[src/rtl/uart_xcvr_param.sv]
// Parametrised full-duplex UART: independent TX and RX state machines, both
// timed directly from sys_clk running at OVERSAMPLE x baud.
module uart_xcvr_param #(
  parameter int DATA_BITS  = 8,
  parameter int OVERSAMPLE = 16,
  parameter int PARITY_EN  = 0,
  parameter int PARITY_ODD = 0,
  parameter int STOP_BITS  = 1
) (
  input  logic                 sys_clk,
  input  logic                 sys_rst_l,
  input  logic                 xmitH,
  input  logic [DATA_BITS-1:0] xmit_dataH,
  output logic                 uart_xmitH,
  output logic                 xmit_doneH,
  input  logic                 uart_dataH,
  output logic [DATA_BITS-1:0] rec_dataH,
  output logic                 rec_validH,
  output logic                 rec_parity_errH,
  output logic                 rec_frame_errH
);

  localparam int              CW        = (OVERSAMPLE > 1) ? $clog2(OVERSAMPLE) : 1;
  localparam logic [CW-1:0]   CELL_LAST = CW'(OVERSAMPLE - 1);
  localparam logic [CW-1:0]   HALF_LAST = CW'(OVERSAMPLE / 2 - 1);
  localparam logic [3:0]      DATA_LAST = 4'(DATA_BITS - 1);
  localparam logic [3:0]      STOP_LAST = 4'(STOP_BITS - 1);
  localparam bit              PAR_ON    = (PARITY_EN != 0);
  localparam logic            PAR_INV   = (PARITY_ODD != 0);

  typedef enum logic [2:0] {TX_IDLE, TX_START, TX_DATA, TX_PARITY, TX_STOP} tx_state_t;
  typedef enum logic [2:0] {RX_IDLE, RX_START, RX_DATA, RX_PARITY, RX_STOP, RX_WAIT_HIGH} rx_state_t;

  tx_state_t            r_tx_state;
  logic [CW-1:0]        r_tx_cell;
  logic [3:0]           r_tx_bit;
  logic [DATA_BITS-1:0] r_tx_shift;
  logic                 r_tx_par;

  rx_state_t            r_rx_state;
  logic [CW-1:0]        r_rx_cell;
  logic [3:0]           r_rx_bit;
  logic [DATA_BITS-1:0] r_rx_shift;
  logic                 r_rx_par_err;
  logic                 r_rx_meta;
  logic                 r_rx_sync;

  // Transmitter. The line level for each cell is loaded on the edge that
  // enters the cell, so uart_xmitH is a plain flop output.
  always_ff @(posedge sys_clk or negedge sys_rst_l) begin
    if (!sys_rst_l) begin
      r_tx_state <= TX_IDLE;
      r_tx_cell  <= '0;
      r_tx_bit   <= '0;
      r_tx_shift <= '0;
      r_tx_par   <= 1'b0;
      uart_xmitH <= 1'b1;
      xmit_doneH <= 1'b1;
    end else begin
      // NOTE: every flop here uses <=, so all right-hand sides read pre-edge values.
      case (r_tx_state)
        TX_IDLE: begin
          if (xmitH) begin
            r_tx_shift <= xmit_dataH;
            r_tx_par   <= (^xmit_dataH) ^ PAR_INV;
            r_tx_cell  <= '0;
            r_tx_bit   <= '0;
            uart_xmitH <= 1'b0;
            xmit_doneH <= 1'b0;
            r_tx_state <= TX_START;
          end
        end
        TX_START: begin
          if (r_tx_cell == CELL_LAST) begin
            r_tx_cell  <= '0;
            uart_xmitH <= r_tx_shift[0];
            r_tx_state <= TX_DATA;
          end else begin
            r_tx_cell <= r_tx_cell + 1'b1;
          end
        end
        TX_DATA: begin
          if (r_tx_cell == CELL_LAST) begin
            r_tx_cell <= '0;
            if (r_tx_bit == DATA_LAST) begin
              r_tx_bit <= '0;
              if (PAR_ON) begin
                uart_xmitH <= r_tx_par;
                r_tx_state <= TX_PARITY;
              end else begin
                uart_xmitH <= 1'b1;
                r_tx_state <= TX_STOP;
              end
            end else begin
              r_tx_bit   <= r_tx_bit + 1'b1;
              r_tx_shift <= r_tx_shift >> 1;
              uart_xmitH <= r_tx_shift[1];
            end
          end else begin
            r_tx_cell <= r_tx_cell + 1'b1;
          end
        end
        TX_PARITY: begin
          if (r_tx_cell == CELL_LAST) begin
            r_tx_cell  <= '0;
            uart_xmitH <= 1'b1;
            r_tx_state <= TX_STOP;
          end else begin
            r_tx_cell <= r_tx_cell + 1'b1;
          end
        end
        TX_STOP: begin
          if (r_tx_cell == CELL_LAST) begin
            r_tx_cell <= '0;
            if (r_tx_bit == STOP_LAST) begin
              r_tx_bit   <= '0;
              xmit_doneH <= 1'b1;
              r_tx_state <= TX_IDLE;
            end else begin
              r_tx_bit <= r_tx_bit + 1'b1;
            end
          end else begin
            r_tx_cell <= r_tx_cell + 1'b1;
          end
        end
        default: r_tx_state <= TX_IDLE;
      endcase
    end
  end

  // Receiver. Sampling is aligned to mid-cell by the half-cell START check;
  // after that every sample is one full cell apart.
  always_ff @(posedge sys_clk or negedge sys_rst_l) begin
    if (!sys_rst_l) begin
      r_rx_meta       <= 1'b1;
      r_rx_sync       <= 1'b1;
      r_rx_state      <= RX_IDLE;
      r_rx_cell       <= '0;
      r_rx_bit        <= '0;
      r_rx_shift      <= '0;
      r_rx_par_err    <= 1'b0;
      rec_dataH       <= '0;
      rec_validH      <= 1'b0;
      rec_parity_errH <= 1'b0;
      rec_frame_errH  <= 1'b0;
    end else begin
      r_rx_meta  <= uart_dataH;
      r_rx_sync  <= r_rx_meta;
      rec_validH <= 1'b0;
      case (r_rx_state)
        RX_IDLE: begin
          if (!r_rx_sync) begin
            r_rx_cell  <= '0;
            r_rx_state <= RX_START;
          end
        end
        RX_START: begin
          if (r_rx_cell == HALF_LAST) begin
            r_rx_cell  <= '0;
            r_rx_bit   <= '0;
            r_rx_state <= r_rx_sync ? RX_IDLE : RX_DATA;
          end else begin
            r_rx_cell <= r_rx_cell + 1'b1;
          end
        end
        RX_DATA: begin
          if (r_rx_cell == CELL_LAST) begin
            r_rx_cell  <= '0;
            r_rx_shift <= {r_rx_sync, r_rx_shift[DATA_BITS-1:1]};
            if (r_rx_bit == DATA_LAST) begin
              r_rx_bit   <= '0;
              r_rx_state <= PAR_ON ? RX_PARITY : RX_STOP;
            end else begin
              r_rx_bit <= r_rx_bit + 1'b1;
            end
          end else begin
            r_rx_cell <= r_rx_cell + 1'b1;
          end
        end
        RX_PARITY: begin
          if (r_rx_cell == CELL_LAST) begin
            r_rx_cell    <= '0;
            r_rx_par_err <= r_rx_sync ^ (^r_rx_shift) ^ PAR_INV;
            r_rx_state   <= RX_STOP;
          end else begin
            r_rx_cell <= r_rx_cell + 1'b1;
          end
        end
        RX_STOP: begin
          // Only the first stop bit is examined; a 0 parks in WAIT_HIGH so a
          // held break reports a single framing error.
          if (r_rx_cell == CELL_LAST) begin
            r_rx_cell       <= '0;
            rec_dataH       <= r_rx_shift;
            rec_validH      <= 1'b1;
            rec_parity_errH <= PAR_ON ? r_rx_par_err : 1'b0;
            rec_frame_errH  <= ~r_rx_sync;
            r_rx_state      <= r_rx_sync ? RX_IDLE : RX_WAIT_HIGH;
          end else begin
            r_rx_cell <= r_rx_cell + 1'b1;
          end
        end
        RX_WAIT_HIGH: begin
          if (r_rx_sync) r_rx_state <= RX_IDLE;
        end
        default: r_rx_state <= RX_IDLE;
      endcase
    end
  end

endmodule

[config.mk]
export PLATFORM = sky130hd
export DESIGN_NAME = uart_xcvr_param
export DESIGN_NICKNAME = d
export VERILOG_FILES = /design/src/rtl/uart_xcvr_param.sv
export SDC_FILE = /design/constraint.sdc
export NUM_CORES = 1
export LEC_CHECK = 0
export BUFFER_PORTS_ARGS = -buffer_cell sky130_fd_sc_hd__clkbuf_2
export CORE_ASPECT_RATIO = 1.75
export CORE_MARGIN = 2
export CORE_UTILIZATION = 29
export DETAILED_ROUTE_END_ITERATION = 12
export SETUP_SLACK_MARGIN = 0.3
export SLEW_MARGIN = 0
export SYNTH_ARGS = -nofsm -noshare
export SYNTH_HDL_FRONTEND = slang
export SYNTH_SLANG_ARGS = --single-unit
[constraint.sdc]
create_clock -name sys_clk -period 4.9 [get_ports sys_clk]
set_input_delay 0.245 -clock sys_clk [delete_from_list [all_inputs] [get_ports sys_clk]]
set_output_delay 0.245 -clock sys_clk [all_outputs]
set_load 0.1 [all_outputs]
Word level (Yosys, flattened, before mapping)
Cells that the tools add are included.
Storage, ports and cells
  register bits after elaboration: 52
Cells by class
  muxes and demuxes: 49
  reduce and logical (&&, ||, !) cells: 23
  bitwise operators: 1
  eq/ne operators: 29
  add/sub/neg operators: 4
Operators with widths (number)
  4-bit 2-to-1 mux: 12
  3-bit 2-to-1 mux: 15
  2-bit inequality test, second input constant: 15
  8-bit 2-to-1 mux: 3
  4-bit case mux with 3 select lines: 2
  3-bit case mux with 6 select lines: 1
  4-bit by 1-bit adder with 4-bit output, second input constant: 4
  4-bit case mux with 2 select lines: 2
  8-bit case mux with 2 select lines: 1
  3-bit case mux with 5 select lines: 1
  7-bit AND reduction: 2
  3-bit by 2-bit equality test with 1-bit output, second input constant: 4
  4-bit by 3-bit equality test with 1-bit output, second input constant: 3
  4-bit AND reduction: 3
  3-bit equality test, second input constant: 3
  1-bit 2-to-1 mux: 9
  4-bit equality test, second input constant: 2
  2-bit AND reduction: 4
  2-bit nonzero test: 4
  3-bit by 1-bit equality test with 1-bit output, second input constant: 2
  3-bit zero test: 2
  3-bit nonzero test: 2
  5-bit AND reduction: 1
  4-bit zero test: 1
  8 further kinds: 8

Longest topological paths before layout
Gate-level depths: netlist of the first run.
  depth in word-level cells: 4
  gate-level depth with buffers: 6

Worst setup path after synthesis of the first run
Ideal clock, no wire load.
  path kind: register to register
  from: reg r_tx_bit[0]
  to: reg r_tx_shift[4]
  data required time: 4818 ps
  data arrival time: 1588 ps
  setup time: 82 ps
  period minus slack after synthesis: 1670 ps
  stages on the path, launching flop included: 7
  slack: 3230 ps
  buffers on the path: 1
  cell sequence: dfrtp_1 > ha_1 > and3b_1 > o32ai_2 > buf_2 > a21oi_1 > a31oi_1
Between the ends
  cells in the longest elaborated chain, start to end: 3
Ends and longest elaborated chain
  from (decl): line 36  | logic [3:0] r_tx_bit;
  from (signal assigned): line 95  | r_tx_bit <= r_tx_bit + 1'b1;
  from (signal assigned): line 120  | r_tx_bit <= r_tx_bit + 1'b1;
  4-bit by 3-bit equality test with 1-bit output: line 85  | if (r_tx_bit == DATA_LAST) begin
  2-bit inequality test (no source line)
  4-bit AND reduction (no source line)
  to (signal assigned): line 64  | r_tx_shift <= xmit_dataH;
  to (signal assigned): line 96  | r_tx_shift <= r_tx_shift >> 1;
  to (decl): line 37  | logic [DATA_BITS-1:0] r_tx_shift;
No other way between the ends.
A chain may end at the register's enable or synchronous reset.

Final worst setup path of the first run
  from: reg r_tx_state[1]
  to: reg r_tx_shift[7]
Between the ends
  cells in the longest elaborated chain, start to end: 3
  elaborated cells between the ends (all ways): 8
  those cells by class: eq/ne: 4; mux: 1; reduce/logical: 3
Ends and longest elaborated chain
  from (decl): line 34  | tx_state_t r_tx_state;
  from (signal assigned): line 52  | r_tx_state <= TX_IDLE;
  from (signal assigned): line 70  | r_tx_state <= TX_START;
  from (signal assigned): line 77  | r_tx_state <= TX_DATA;
  3-bit by 2-bit equality test with 1-bit output or 3-bit zero test (tied branches): line 61  | case (r_tx_state)
  2-bit inequality test (no source line) or 2-bit nonzero test (tied branches)
  4-bit AND reduction (no source line)
Several ways; a longest one is shown, not always the timed one.

==> flow_metrics.tcl, run 1 <==
set metrics [dict create \
    layout_commonest_cell "dfrtp_1" \
    hp-start "uart_dataH" \
    fmax_mhz 441 \
    grt_max_degree 53 \
    num_antenna_cells 0 \
    place_hpwl_mm 3.51 \
    arrival_ns 2.45 \
    synth_warnings 0 \
    dieArea_um2 9670 \
    grt_usage 0.113 \
    worstMarginPinSlew_ns 0.893 \
    ys_async_sr_fraction 1.00 \
    num_io_pins 25 \
    synth_area_um2 2570 \
    place.port_buffers 23 \
    hp-class "in -> reg" \
    critPathMaxFanout 24 \
    area_delta_synth_final_pct 14.3 \
    antenna_found_initial 0 \
    syn_nets 258 \
    fin_setup_tns_ns 0 \
    synth.distinct_cells 53 \
    routedWlPerCell_um 13.2 \
    setup_viol 0 \
    clkSinkCount 52 \
    rrSetupSlack_ns 2.63 \
    rsz0062_at_grt "false" \
    final.fill_count 920 \
    skew_ns 0.00258 \
    ctsHoldBuffers 0 \
    grt_pass1_vias 1887 \
    worstSetupEndpointType "flop" \
    seq_area_frac_synth 0.508 \
    ir_worst_vdd_mv 0.175 \
    fin_crit_sh 0.462 \
    startpoint_type "flop" \
    drv_slew 0 \
    r2r_start "r_tx_state[1]" \
    die_y_um 129 \
    insertion_delay_ns 0.29 \
    hold_viol 0 \
    synth_top_cell_by_area "dfrtp_1" \
    netlist_instances 241 \
    p_per_area_nw_per_um2 368 \
    maxCapViolCount 0 \
    ys_top_cells_by_area "dfrtp_1, mux2_2, dfstp_2" \
    crit_start "r_tx_state[1]" \
    fin_nets 278 \
    reg2reg_to "r_tx_shift[7]" \
    synth_ff_type "dfrtp_1" \
    p_leak_nw 1.35 \
    layout_min_cycle_time_ns 2.27 \
    htreeDepth 2 \
    gr-total-overflow 0 \
    cts_made_buffers 5 \
    drc 0 \
    ys_seq_elements 52 \
    maxSlewHeadroom 0.402 \
    final_antenna_net_count 0 \
    wl_mm 5.01 \
    core_region_area_um2 8670 \
    cts_tree "yes" \
    r2r_cells 4 \
    cts-root-buf "clkbuf_16" \
    whs_endpoint "r_rx_meta" \
    postCtsSetupBuffers 0 \
    start_util 0.297 \
    grt_first_pass_wirelength_mm 8.56 \
    utilization 0.339 \
    drtIter0Drc 69 \
    final_cell_mix "dfrtp_1, clkbuf_2, nand2_1" \
    placementRows 45 \
    avgSynthCellArea_um2 10.7 \
    worstSetupPathType "reg -> reg" \
    die_w_um 75.2 \
    dr_total_vias 1919 \
    cts_buffer_depth 2 \
    viasPerCell 5.06 \
    min_delay_path_depth 1 \
    status "complete, no violations" \
    gp_congestion 0.802 \
    cts_resized 0 \
    synth_edf_count 0 \
    drive_above_1_share 0.229 \
    synth_top_area_share 0.467 \
    critPathRequiredTime_ns 5.08 \
    clk_pin_slew_ns 0.07 \
    drtPass1Iterations 4 \
]
[cells in the mapped netlist (4+ instances only)]
cell type and n:
mux2i_1 8, a21oi_1 16, nor3_1 6, a31oi_1 9, or3_1 4, nand3_1 5
dfstp_2 4, dfrtp_1 48, nand2_1 21, mux2_2 17, ha_1 5, nand2b_1 5
clkbuf_1 5, o21ai_0 20, buf_2 5, nor2_1 7
[sequential cells by signal, indices dropped and copies added, names as in the netlist]
name and count:
rec_dataH 8, r_rx_shift 8, r_tx_bit 4, r_rx_meta 1, xmit_doneH 1, r_tx_cell 4
r_tx_shift 8, r_rx_state 3, r_tx_state 3, r_rx_sync 1, r_rx_bit 4, rec_validH 1
rec_frame_errH 1, r_rx_cell 4, uart_xmitH 1
[layout make-up]
type	count	area, um2	area share
multi-input combinational	175	1200	0.409
clock inverter	3	25.0	0.00851
inverter	3	11.3	0.00383
clock buffer	5	125	0.0426
tap	117	146	0.0498
timing repair buffer	24	123	0.0417
sequential	52	1310	0.444
[per-layer routing]
layer  part of all wire  vias up  track usage
li1                   -      932            -
met5                  0        -            0
met2               0.53       24        0.200
met4              0.022        0       0.0506
met1               0.42      954        0.124
met3              0.026        9       0.0258
[through the flow]
step	power (mW)	cells	cell area, um2	hold WS (ns)	setup WS, ns
finish	1.08	379	2940	0.0278	2.63
global route	1.15	379	2940	0.0213	2.43
CTS	1.11	379	2940	0.0166	2.64
detailed placement	0.738	371	2790	0.335	2.65
global placement	0.730	371	2790	0.337	2.70
floorplan	0.685	241	2570	-0.0506	3.23
[worst max-delay path by stage]
stage                               end  slack, ns  cells after the start
final                     r_tx_shift[7]       2.63                      4
after global routing      r_tx_shift[7]       2.43                      4
after floorplan           r_tx_shift[4]       3.23                      6
after global placement    r_tx_shift[7]       2.70                      4
after detailed placement  r_tx_shift[7]       2.65                      4
after CTS                 r_tx_shift[7]       2.64                      4
[worst max-delay path, stage by stage (launching register included)]
cell and delay, ns:
dfrtp_1 0.89, nand2_1 0.14, o32ai_2 0.77, nand2_1 0.12
a32o_1 0.23
[cell families (layout without fill, tap and decap cells)]
family	count (synthesis)	in the layout	share of synthesized area
other cells	1	1	0.00146
fa+ha+maj	5	5	0.0243
buf+inv	14	35	0.0243
mux	25	25	0.106
xor+xnor	2	2	0.00681
compound gates	71	71	0.178
flops	52	52	0.508
simple gates	71	71	0.152
[power breakdown]
group / internal (mW) / switching, mW
Combinational: 0.0917 / 0.0985
Sequential: 0.475 / 0.0592
Clock: 0.193 / 0.164
Total: 0.760 / 0.321
Note: power is estimated with default switching activity, not from simulation.
==> run 2, diff against run 1 <==
- clock period: 4.9 -> 1.9 ns (I/O delays scaled with it)
==> run 2 against run 1 <==
Compared with the run above:
- combinational power rose to 4.1 times the previous value
- highest routed layer unchanged
- largest power group unchanged
- clock skew rose by 0.0023 ns
- final cell count grew 9.2%
- cell area grew 16%
- routed wire length up 17%
- die area stayed put
==> flow_metrics.tcl, run 2 (synthesized netlist as in run 1, its figures left out) <==
set metrics [dict create \
    status "complete, no violations" \
    maxSlewHeadroom 0.551 \
    drc 0 \
    multi_input_area_um2 1370 \
    cts-root-buf "clkbuf_16" \
    die_w_um 75.2 \
    grt_usage 0.127 \
    arrival_ns 1.86 \
    cpPeakStageDelay_ns 0.47 \
    hold_viol 0 \
    die_y_um 129 \
    cts_made_buffers 5 \
    cts_tree "yes" \
    fmax_mhz 608 \
    wl_mm 5.86 \
    clk_pin_slew_ns 0.07 \
    grt_max_degree 53 \
    worstSetupPathType "reg -> reg" \
    grt_first_pass_wirelength_mm 9.72 \
    preCtsSetupSlack_ns 0.151 \
    num_io_pins 25 \
    skew_ns 0.00483 \
    dieArea_um2 9670 \
    drive_above_1_share 0.404 \
    insertion_delay_ns 0.29 \
    setup_viol 0 \
    fin_setup_tns_ns 0 \
    area_delta_synth_final_pct 32.3 \
    place_hpwl_mm 3.78 \
    power.internal_mw 2.26 \
    gp_congestion 0.754 \
    maxCapViolCount 0 \
    antenna_found_initial 0 \
    cts_buffer_depth 2 \
    seq_area_um2 1310 \
    viasPerCell 5.02 \
    rsz0062_at_grt "true" \
    final_cell_mix "dfrtp_1, buf_4, clkbuf_2" \
    drv_slew 0 \
    worstSetupEndpointType "flop" \
    p_clk_frac 0.331 \
    final_antenna_net_count 0 \
    p_per_area_nw_per_um2 934 \
    ir_worst_vdd_mv 0.581 \
    switching_share 0.288 \
    seq_power_share 0.424 \
    critPathRequiredTime_ns 2.11 \
    grt_pass1_vias 2127 \
    p_comb_frac 0.245 \
    htreeDepth 2 \
    layout_min_cycle_time_ns 1.64 \
    holdWs_ns 0.0607 \
    final.fill_count 858 \
    hp-class "in -> reg" \
    fin_nets 313 \
    top_regs "r_rx_shift x8, r_tx_shift x8, rec_dataH x8" \
    gr-total-overflow 0 \
    drtPass1Iterations 4 \
    worstMarginPinSlew_ns 0.674 \
    dr_total_vias 2078 \
    num_antenna_cells 0 \
    cp_num_buf_inv 0 \
    cpLargestDelayFamily "simple AND/OR/NAND/NOR gates" \
    fin_crit_sh 0.866 \
    cpMaxStageDelayCell "or4_1" \
    routedWlPerCell_um 14.2 \
    start_util 0.297 \
    clkSinkCount 52 \
    critPathMaxFanout 4 \
    core_region_area_um2 8670 \
    setup_ws_ns 0.255 \
    p_switching_mw 0.916 \
    placementRows 45 \
    crit_chain "or3_1 -> a21o_1 -> or4_1 -> o211ai_1" \
    startpoint_type "flop" \
    layout_commonest_cell "dfrtp_1" \
    place.port_buffers 23 \
    drtIter0Drc 102 \
    p_leak_nw 1.55 \
]
[run 2: through the flow]
step / util / total power [mW] / area [um2] / instances
6_report: 0.393 / 3.18 / 3400 / 414
5_1_grt: 0.393 / 3.35 / 3400 / 414
4_1_cts: 0.381 / 3.17 / 3300 / 410
3_5_place_dp: 0.332 / 1.94 / 2880 / 381
3_3_place_gp: 0.332 / 1.92 / 2880 / 381
2_1_floorplan: - / 1.77 / 2590 / 241
[run 2: area by class of cell]
| type | instances | share of cell area |
|---|---|---|
| clock buffers | 5 | 0.0368 |
| clock inverters | 3 | 0.0136 |
| inverters | 3 | 0.00331 |
| multi-input cells | 175 | 0.401 |
| flip-flops and latches | 52 | 0.386 |
| well taps | 117 | 0.0430 |
| repair buffers | 59 | 0.117 |
[run 2: routing by layer]
layer / share of wire / routed length, um / global-route usage / vias to the layer above
met1: 0.39 / 2300 / 0.141 / 1027
met2: 0.56 / 3300 / 0.236 / 37
li1: - / - / - / 1003
met4: 0.020 / 119 / 0.0433 / 0
met5: 0 / 0 / 0 / -
met3: 0.024 / 141 / 0.0196 / 11
[run 2: final timing paths]
path | start | endpoint | slack [ns] | cells after the start
max | r_rx_state[1] | r_rx_state[1] | 0.26 | 4
min | xmit_dataH[7] | r_tx_shift[7] | 0.06 | 2
max reg2reg | r_rx_state[1] | r_rx_state[1] | 0.26 | 4
min reg2reg | r_rx_meta | r_rx_sync | 0.35 | 0
max in group asynchronous | sys_rst_l | r_rx_state[2] | 0.95 | 3
min in group asynchronous | sys_rst_l | r_tx_shift[0] | 0.45 | 3
[run 2: power by group through the flow]
stage	combinational [mW]	sequential (mW)	clock [mW]
after floorplan	0.445	1.32	0
after CTS	0.741	1.35	1.08
final	0.777	1.35	1.05
after detailed placement	0.538	1.40	0
after global placement	0.521	1.40	0
after global routing	0.862	1.36	1.12
[run 2: repair_timing]
| item | 4_1_cts | 5_1_grt |
|---|---|---|
| gates cloned | 1 | 0 |
| endpoints found under the setup margin | 31 | 37 |
| gates resized for setup | 27 | 18 |
| pin swaps | 12 | 14 |
| hold endpoints to repair | 49 | 0 |
| buffers inserted | 18 | 4 |
| hold buffers | 2 | 0 |
